===== config.mk =====
export PLATFORM = sky130hd
export DESIGN_NAME = arb_requester
export DESIGN_NICKNAME = d
export VERILOG_FILES = /design/src/rtl/arb_requester.sv
export SDC_FILE = /design/constraint.sdc
export NUM_CORES = 1
export LEC_CHECK = 0
export ABC_CLOCK_PERIOD_IN_PS = 2200
export BUFFER_PORTS_ARGS = -buffer_cell sky130_fd_sc_hd__buf_4
export CORE_MARGIN = 4
export CORE_UTILIZATION = 40
export DETAILED_ROUTE_END_ITERATION = 10
export PLACE_DENSITY = 0.61
export SLEW_MARGIN = 20
export SYNTH_ARGS = -nofsm -noshare
export SYNTH_HDL_FRONTEND = slang
export SYNTH_SLANG_ARGS = --single-unit
export TNS_END_PERCENT = 20

===== constraint.sdc =====
create_clock -name clk -period 2.2 [get_ports clk]
set_clock_uncertainty 0.15 [all_clocks]
set_input_delay 0.22 -clock clk [delete_from_list [all_inputs] [get_ports clk]]
set_output_delay 0.22 -clock clk [all_outputs]
set_load 0.005 [all_outputs]

===== src/rtl/arb_requester.sv =====
// Client-side requester for a 2-way round-robin arbiter that evaluates on alternate cycles.
// Optional saturating statistics counters are compiled in with `define ARB_REQ_STATS_EN.
module arb_requester #(
  parameter int unsigned DATA_W = 8,
  parameter int unsigned DEPTH  = 4,
  parameter int unsigned CNT_W  = 16
) (
  input  logic                     clk,
  input  logic                     reset,
  input  logic                     in_valid,
  input  logic [DATA_W-1:0]        in_data,
  output logic                     in_ready,
  input  logic                     grant,
  output logic                     req,
  output logic                     issue_valid,
  output logic [DATA_W-1:0]        issue_data,
  output logic [$clog2(DEPTH):0]   pending
`ifdef ARB_REQ_STATS_EN
  ,
  output logic [CNT_W-1:0]         stat_grants,
  output logic [CNT_W-1:0]         stat_wait
`endif
);

  localparam int unsigned PtrW = $clog2(DEPTH);

  typedef logic [PtrW-1:0] ptr_t;
  typedef logic [PtrW:0]   occ_t;

  localparam occ_t OccFull = occ_t'(DEPTH);

  logic [DATA_W-1:0] mem_q [DEPTH];
  logic [DATA_W-1:0] mem_d [DEPTH];
  ptr_t              wr_ptr_q, wr_ptr_d;
  ptr_t              rd_ptr_q, rd_ptr_d;
  occ_t              pending_q, pending_d;
  logic              phase_q, phase_d;
  logic              issue_valid_q, issue_valid_d;
  logic [DATA_W-1:0] issue_data_q, issue_data_d;

  logic grant_window;
  logic consume;
  logic push;

  // The arbiter only acts on phase==0 edges; a grant seen then closes the window.
  always_comb begin
    grant_window = !phase_q && grant;
    consume      = grant_window && (pending_q != '0);
    in_ready     = (pending_q != OccFull);
    push         = in_valid && in_ready;
    // Discount the entry leaving at this edge so the arbiter never grants an empty FIFO.
    req          = (pending_q - occ_t'(consume)) != '0;
  end

  always_comb begin
    mem_d = mem_q;
    if (push) begin
      mem_d[wr_ptr_q] = in_data;
    end
  end

  always_comb begin
    phase_d       = ~phase_q;
    wr_ptr_d      = wr_ptr_q + ptr_t'(push);
    rd_ptr_d      = rd_ptr_q + ptr_t'(consume);
    pending_d     = pending_q + occ_t'(push) - occ_t'(consume);
    issue_valid_d = consume;
    issue_data_d  = issue_data_q;
    if (consume) begin
      issue_data_d = mem_q[rd_ptr_q];
    end
  end

  always_ff @(posedge clk or posedge reset) begin
    if (reset) begin
      for (int i = 0; i < int'(DEPTH); i++) begin
        mem_q[i] <= '0;
      end
      wr_ptr_q      <= '0;
      rd_ptr_q      <= '0;
      pending_q     <= '0;
      phase_q       <= 1'b0;
      issue_valid_q <= 1'b0;
      issue_data_q  <= '0;
    end else begin
      mem_q         <= mem_d;
      wr_ptr_q      <= wr_ptr_d;
      rd_ptr_q      <= rd_ptr_d;
      pending_q     <= pending_d;
      phase_q       <= phase_d;
      issue_valid_q <= issue_valid_d;
      issue_data_q  <= issue_data_d;
    end
  end

  assign pending     = pending_q;
  assign issue_valid = issue_valid_q;
  assign issue_data  = issue_data_q;

`ifdef ARB_REQ_STATS_EN
  logic [CNT_W-1:0] stat_grants_q, stat_grants_d;
  logic [CNT_W-1:0] stat_wait_q, stat_wait_d;

  // Both counters stick at all-ones rather than wrapping.
  always_comb begin
    stat_grants_d = stat_grants_q;
    stat_wait_d   = stat_wait_q;
    if (consume && !(&stat_grants_q)) begin
      stat_grants_d = stat_grants_q + 1'b1;
    end
    if (req && !grant_window && !(&stat_wait_q)) begin
      stat_wait_d = stat_wait_q + 1'b1;
    end
  end

  always_ff @(posedge clk or posedge reset) begin
    if (reset) begin
      stat_grants_q <= '0;
      stat_wait_q   <= '0;
    end else begin
      stat_grants_q <= stat_grants_d;
      stat_wait_q   <= stat_wait_d;
    end
  end

  assign stat_grants = stat_grants_q;
  assign stat_wait   = stat_wait_q;
`endif

endmodule


# Yosys cells after proc, flatten, opt, wreduce, memory -nomap -nowiden

Cells that the tools add are included.
Widths: inputs -> output; s select.

Bits in registers: 49
Input port bits: 12
Output and inout port bits: 14
Word-level logic and storage cells: 35

Add/sub/neg operators: 5
$lt $le $gt $ge: 3
Equality and inequality tests: 1
Muxes and demuxes: 6
Bitwise logic cells: 3
Reductions and logical operators: 7

Operators with widths:

| kind               | count |
|---|---|
| $bwmux 32          | 1 |
| $mux 8             | 3 |
| $bmux 8 s2         | 1 |
| $demux 8 s2        | 1 |
| $ge 3x3->1 const B | 2 |
| $not 2->3          | 2 |
| $reduce_bool 3->1  | 2 |
| $sub 3x1->3        | 2 |
| $add 2x1->2        | 2 |
| $logic_and 1x1->1  | 4 |
| $add 3x1->3        | 1 |
| $lt 3x1->1 const B | 1 |
| $ne 3x3->1 const B | 1 |
| $logic_not 1->1    | 1 |
| $not 1->1          | 1 |

# Longest topological paths before layout

Gate-level depths: netlist of the first run.

Depth after elaboration: 6
Depth in mapped cells: 8
Depth with buffers taken out: 7

# Worst setup path before layout of the first run

OpenSTA, ideal clock, no wires.

Path kind: reg2reg
From: register pending_q[0] (netlist: pending[0])
To: register pending_q[2] (netlist: pending[2])
Setup time: 0.125 ns
Arrival: 1.953 ns
Data required time: 1.925 ns
Path slack: -0.028 ns
Cell stages (with the launch flop): 9
Buffers on the path: 1
Clock period less this slack: 2.228 ns
Path through: dfrtp_1 > or3b_1 > buf_6 > nand2_1 > xnor2_1 > ha_1 > fa_1 > xor2_1 > xnor2_1

Word-level cells in the longest chain between the ends: 4
Elaborated cells on any way between the ends: 6
Classes of those cells: add/sub (2); eq/ne (1); reduce/logical (3)

RTL lines:

| element                  | line | RTL |
|---|---|---|
| start: declaration       | 36   | `occ_t pending_q, pending_d;` |
| start signal: assignment | 89   | `pending_q <= pending_d;` |
| $ne 3x3->1               | 49   | `in_ready = (pending_q != OccFull);` |
| via in_ready             | 12   | `output logic in_ready,` |
| $logic_and 1x1->1        | 50   | `push = in_valid && in_ready;` |
| $add 3x1->3              | 66   | `pending_d = pending_q + occ_t'(push) - occ_t'(consume);` |
| $sub 3x1->3              | 66   |  |
| via pending_d[2]         | 36   |  |

The timed path passes the listed nets, and every way through them passes these cells.
A chain may end at the register's enable or synchronous reset.

# Worst setup path in the final report of the first run

From: register pending_q[0] (netlist: pending[0])
To: register pending_q[2] (netlist: pending[2])

Word-level cells in the longest chain between the ends: 4
Elaborated cells on any way between the ends: 6
Classes of those cells: add/sub (2); eq/ne (1); reduce/logical (3)

RTL lines:

| element           | line |
|---|---|
| $ne 3x3->1        | 49 |
| $logic_and 1x1->1 | 50 |
| $add 3x1->3       | 66 |
| $sub 3x1->3 *     | 66 |
| via pending_d[2]  | 36 |

The timed path passes the listed nets; every way through them passes the cells marked *.

==> impl_metrics.json, run 1 <==
{
  "clk_latency_ns": 0.29,
  "wire_per_inst_microns": 16.1,
  "rr_worst_depth": 7,
  "setup-violations-final": 0,
  "antennaDiodeCount": 0,
  "htree_num_levels": 2,
  "final_antenna_net_count": 0,
  "total_power_mw": 3.60,
  "place_inst": 226,
  "dp_hpwl_microns": 2840,
  "synth.yosys.seq_area_share_pct": 57.3,
  "synth_flop_cell": "dfrtp_1",
  "detailed_place.area_sq_um": 2440,
  "worst-path-stages": 7,
  "timing.hold.ws_ns": 0.0138,
  "clock_path_buffers": 2,
  "grt_start_max_net_pins": 19,
  "synth_top_cells_by_count": "dfrtp_1, mux2_2, mux4_2",
  "required_ns": 2.26,
  "cp_data_arrival_time_ns": 2.17,
  "finish.net_count": 182,
  "irDropWorstVdd_mv": 0.487,
  "core.rowCount": 26,
  "global_route.usage.total_pct": 13.3,
  "maxSlewViolCount": 0,
  "vias": 1157,
  "final_critical_path_setup_slack_ns": 0.0963,
  "final-seq-area_sq_um": 1230,
  "die_area_sq_um": 6580,
  "yosys.area.top_type_share_pct": 57.3,
  "cp.buffers_inverters": 0,
  "post_layout_nonfiller_instances": 237,
  "synth.lib_cells_used.distinct": 21,
  "area_used_by_multi_input_combinational_logic_sq_um": 883,
  "numCtsBuffers": 5,
  "max_clock_freq_mhz": 475,
  "crit_path_launch_type": "register",
  "critical-path-top-cell-by-count": "xnor2_1",
  "combPwrFrac_pct": 40.2,
  "final_period_demand_of_the_worst_path_ns": 2.10,
  "hold_violations": 0,
  "power.share.clock_pct": 14.3,
  "boundaryPins": 26,
  "synth_fp_nets": 143,
  "clk_pin_slew_ns": 0.09,
  "holdPathStages": 2,
  "drt_first_pass_iters": 4,
  "synthesis.area_per_instance_sq_um": 16.7,
  "fillerInstances": 473,
  "max_cap_violations": 0,
  "clk_root_buffer_cell": "clkbuf_8",
  "worstHoldPathType": "in -> reg",
  "grt_pass1_vias": 1294,
  "yosysTopAreaCell": "dfrtp_1",
  "drt_iter0_drc": 41,
  "switching_share_pct": 29.3,
  "worst_pin_slew_ns": 0.490,
  "timing.reg2reg.setup_slack_ns": 0.1,
  "most_frequent_cell_after_synthesis": "dfrtp_1",
  "floorplan.initialDensity_pct": 41.6,
  "grt_first_pass_wirelength_microns": 6400,
  "timing.final.crit_share_pct": 95.6,
  "outcome": "complete, no violations",
  "pwr-share-seq_pct": 45.5,
  "count_of_clock_tree_sinks": 49,
  "drt-total-wl_microns": 3820,
  "post_drt_via_cell_ratio": 4.88,
  "synth_cells": 128,
  "slew_headroom_pct": 67.3,
  "die_w_microns": 81.1,
  "cp_max_fo": 3,
  "power-per-cell-area_nw_per_um2": 1400,
  "ys_warn_count": 0,
  "die-height_microns": 81.1,
  "numPortBuffers": 25,
  "tritoncts": "yes",
  "finalWeightedCongestion": 0.691,
  "postSynthRegisterBits": 49,
  "cpMaxStageDelayCell": "or3b_4",
  "initial_antenna_violation_count": 0,
  "setup.worst_path.end_class": "register",
  "critical_setup_path_class": "reg -> reg",
  "drc_errors": 0,
  "total_leakage_power_nw": 1.14,
  "timing.critical_path.cells": "or3b_4 > nand2_4 > xnor2_1 > ha_2 > fa_2 > xor2_1 > xnor2_1",
  "placeableCoreArea_sq_um": 5140,
  "area_delta_synth_final_pct": 20.6,
  "grt_overflow": 0,
  "crit_path_max_cell_delay_ns": 0.42,
  "p_int_mw": 2.55,
  "finish.instance_area_sq_um": 2580,
  "post_route_cells_drive_above_1_share_pct": 59.3,
  "synth_edf_count": 0,
  "critical-path-top-delay-family": "adder cells",
  "power.switching_mw": 1.05,
  "mappedNetlistArea_sq_um": 2140,
  "ys_top_cells_by_area": "dfrtp_1, mux2_2, mux4_2, nand4b_4, xor2_1",
  "worst_slack_at_placement_ns": -0.0229,
  "async_reset_ff_share_pct": 100
}
==> stage by stage <==
stage               utilization, %   TNS, ns
floorplan                        -         0
global placement              47.6         0
detailed placement            47.6   -0.0229
CTS                           49.9         0
global route                  50.2  -0.00354
finish                        50.2         0
==> worst reg2reg max path, delay by kind of cell (launching register included) <==
family                   cells  cell delay [ns]
AND/OR/NAND/NOR              2             0.51
XOR/XNOR                     3             0.43
flip-flops                   1             0.40
adder cells (fa/ha/maj)      2             0.53
==> cell usage in the layout (no fill, tap or decap) <==
cell type / n
nand4_4: 1
mux2_2: 39
nand2b_1: 1
dlygate4sd3_1: 1
nand2_4: 1
nor2_2: 1
nand2_1: 1
or3b_4: 1
mux4_2: 8
nand3_4: 1
ha_1: 1
fa_2: 1
xnor2_1: 2
buf_4: 36
nor3b_1: 1
inv_1: 3
a211o_1: 1
dfrtp_1: 49
nor2_1: 1
nor3_1: 1
ha_2: 1
inv_2: 1
mux2_1: 1
clkbuf_1: 1
nand4b_4: 2
clkbuf_8: 6
xor2_1: 4
==> layout make-up <==
cell class / count / share of cell area [%]
flip-flops and latches: 49 / 47.5
clock buffers: 7 / 3.35
inverters: 4 / 0.582
well taps: 70 / 3.40
multi-input cells: 70 / 34.3
repair buffers: 37 / 10.9
==> layer usage <==
metal	vias to the layer above	part of all wire, %	global-route usage (%)
met2	24	52	23.4
met5	-	0	0
li1	535	-	-
met3	4	4.0	3.33
met1	594	43	16.0
met4	0	1.0	4.05
==> power by group through the flow <==
stage | Sequential (mW) | Clock (mW) | Combinational (mW)
2_1_floorplan | 1.58 | 0 | 1.01
3_3_place_gp | 1.64 | 0 | 1.35
3_5_place_dp | 1.69 | 0 | 1.40
4_1_cts | 1.65 | 0.541 | 1.47
5_1_grt | 1.70 | 0.577 | 1.59
6_report | 1.64 | 0.515 | 1.45
==> kinds of logic after synthesis <==
kind of cell,share of synthesized area [%]
simple gates,6.03
xor+xnor,2.46
buf+inv,2.16
flops,57.3
mux,29.5
fa+ha+maj,2.11
compound gates,0.410
==> sequential cells by signal (all words and copies together), names as in the netlist <==
name,cells
rd_ptr_q,2
wr_ptr_q,2
pending,3
issue_data,8
phase_q,1
issue_valid,1
mem_q,32
==> path summary, 6_finish.rpt <==
kind                                      end  startpoint
worst max register to register     pending[2]  pending[0]
max in group asynchronous       issue_data[7]       reset
worst max-delay path               pending[2]  pending[0]
min in group asynchronous           mem_q[28]       reset
worst min-delay path                 mem_q[0]  in_data[0]
worst min register to register        phase_q     phase_q
==> timing repair <==
action	in CTS	in global routing
gates resized for setup	1	4
buffers inserted	3	0
hold buffers	1	0
pin swaps	1	2
hold endpoints to repair	13	0
endpoints found under the setup margin	1	1
Note: power is estimated with default switching activity, not from simulation.
==> run 2, diff against run 1 <==
--- a/config.mk
+++ b/config.mk
@@ -10,4 +10,5 @@
 export CORE_MARGIN = 4
 export CORE_UTILIZATION = 40
+export CTS_CLUSTER_SIZE = 14
 export DETAILED_ROUTE_END_ITERATION = 10
 export PLACE_DENSITY = 0.61
==> constraint.sdc (replaced) <==
create_clock -name clk -period 2.2 [get_ports clk]
set_clock_uncertainty 0.15 [all_clocks]
set_input_delay 0.11 -clock clk [delete_from_list [all_inputs] [get_ports clk]]
set_output_delay 0.11 -clock clk [all_outputs]
set_load 0.005 [all_outputs]
==> impl_metrics.json, run 2 (same netlist as run 1, synthesis figures left out) <==
{
  "numCtsBuffers": 5,
  "max_cap_violations": 0,
  "antennaDiodeCount": 0,
  "wire_per_inst_microns": 15.6,
  "initial_antenna_violation_count": 0,
  "crit_path_launch_type": "register",
  "regMostFlops": "mem_q",
  "drt_first_pass_iters": 4,
  "die_area_sq_um": 6580,
  "cp_max_fo": 3,
  "post_route_cells_drive_above_1_share_pct": 58.2,
  "setup.worst_path.end_class": "register",
  "maxSlewViolCount": 0,
  "numPortBuffers": 25,
  "die-height_microns": 81.1,
  "cp_data_arrival_time_ns": 2.14,
  "final_common_cell": "dfrtp_1",
  "final_period_demand_of_the_worst_path_ns": 2.08,
  "grt_overflow": 0,
  "grt_setup_unrepaired": "false",
  "total_power_mw": 3.79,
  "number_of_flip_flops_in_the_largest_register": 32,
  "power.switching_mw": 1.08,
  "setup_total_negative_slack_ns": 0,
  "combPwrFrac_pct": 39.7,
  "dp_hpwl_microns": 2770,
  "worst_pin_slew_ns": 0.601,
  "irDropWorstVdd_mv": 0.565,
  "finalWeightedCongestion": 0.684,
  "boundaryPins": 26,
  "global_route.usage.total_pct": 13.3,
  "mostFrequentLayoutCells": "dfrtp_1, mux2_2, buf_4",
  "tritoncts": "yes",
  "pwr-share-seq_pct": 43.3,
  "required_ns": 2.26,
  "htree_num_levels": 2,
  "final_antenna_net_count": 0,
  "count_of_clock_tree_sinks": 49,
  "clk_pin_slew_ns": 0.08,
  "drc_errors": 0,
  "die_w_microns": 81.1,
  "timing.final.crit_share_pct": 94.6,
  "setup-violations-final": 0,
  "power.share.clock_pct": 17.0,
  "post-route-util_pct": 52.7,
  "clk_root_buffer_cell": "clkbuf_8",
  "timing.hold.ws_ns": 0.105,
  "outcome": "complete, no violations",
  "drt-total-wl_microns": 3840,
  "switching_share_pct": 28.6,
  "p_int_mw": 2.71,
  "clk_latency_ns": 0.29,
  "clock_path_buffers": 2,
  "vias": 1223,
  "post_drt_via_cell_ratio": 4.95,
  "worstHoldPathType": "in -> reg",
  "hold_violations": 0,
  "core.rowCount": 26,
  "floorplan.initialDensity_pct": 41.6,
  "grt_first_pass_wirelength_microns": 6410,
  "area_delta_synth_final_pct": 26.7,
  "grt_start_max_net_pins": 50,
  "drt_iter0_drc": 74,
  "grt_pass1_vias": 1316,
  "slew_headroom_pct": 60.0,
  "finish.net_count": 191,
  "power-per-cell-area_nw_per_um2": 1400,
  "max_clock_freq_mhz": 480,
  "total_leakage_power_nw": 1.20,
  "critical_setup_path_class": "reg -> reg",
  "placeableCoreArea_sq_um": 5140
}
-- run 2: power by group through the flow --
stage / combinational (mW) / sequential, mW / clock (mW)
after floorplan: 1.01 / 1.58 / 0
after global placement: 1.35 / 1.64 / 0
after detailed placement: 1.40 / 1.69 / 0
after CTS: 1.45 / 1.66 / 0.667
after global routing: 1.65 / 1.70 / 0.705
final: 1.51 / 1.64 / 0.643
-- run 2: final cells by class --
cell class / count / area (sq um)
multi-input combinational: 70 / 896
timing repair buffer: 46 / 368
inverter: 4 / 15.0
tap: 70 / 87.6
clock inverter: 1 / 30.0
sequential: 49 / 1230
clock buffer: 7 / 86.3
fill: 456 / 2430
-- run 2: metal layers --
| metal | vias up | share of wire [%] | track usage, % |
|---|---|---|---|
| met5 | - | 0 | 0 |
| li1 | 565 | - | - |
| met1 | 631 | 40 | 15.9 |
| met3 | 2 | 5.0 | 3.99 |
| met2 | 25 | 55 | 23.2 |
| met4 | 0 | 0.47 | 3.89 |
-- run 2: worst max-delay path, cell delays in order, from the launching register on --
cell and delay, ns:
dfrtp_1 0.42, or3b_4 0.41, nand2_4 0.09, xnor2_1 0.07, ha_2 0.18, fa_2 0.35
xor2_2 0.15, xnor2_1 0.18
-- run 2: timing repair --
item                                   4_1_cts  5_1_grt
buffers inserted                             2        3
setup endpoints to repair                    1        1
hold buffers                                 9        0
gates resized for setup                      0        7
endpoints found under the hold margin       81        0
pin swaps                                    0        2
gates cloned                                 0        0
-- run 2: worst paths after layout --
path	startpoint	end	slack (ns)	cells past startpoint
worst max-delay path	pending[0]	pending[2]	0.12	7
worst min-delay path	in_valid	wr_ptr_q[0]	0.10	4
worst min register to register	phase_q	phase_q	0.26	1
min in group asynchronous	reset	phase_q	0.38	4
max in group asynchronous	reset	issue_data[2]	1.11	4
worst max register to register	pending[0]	pending[2]	0.12	7
-- run 2: per-stage QoR --
step                cells  instance area [sq um]  setup WS [ns]
finish                247                   2710          0.119
global route          247                   2710         0.0110
CTS                   244                   2660        0.00772
detailed placement    225                   2440         0.0105
global placement      225                   2440          0.112
floorplan             128                   2140        0.00107
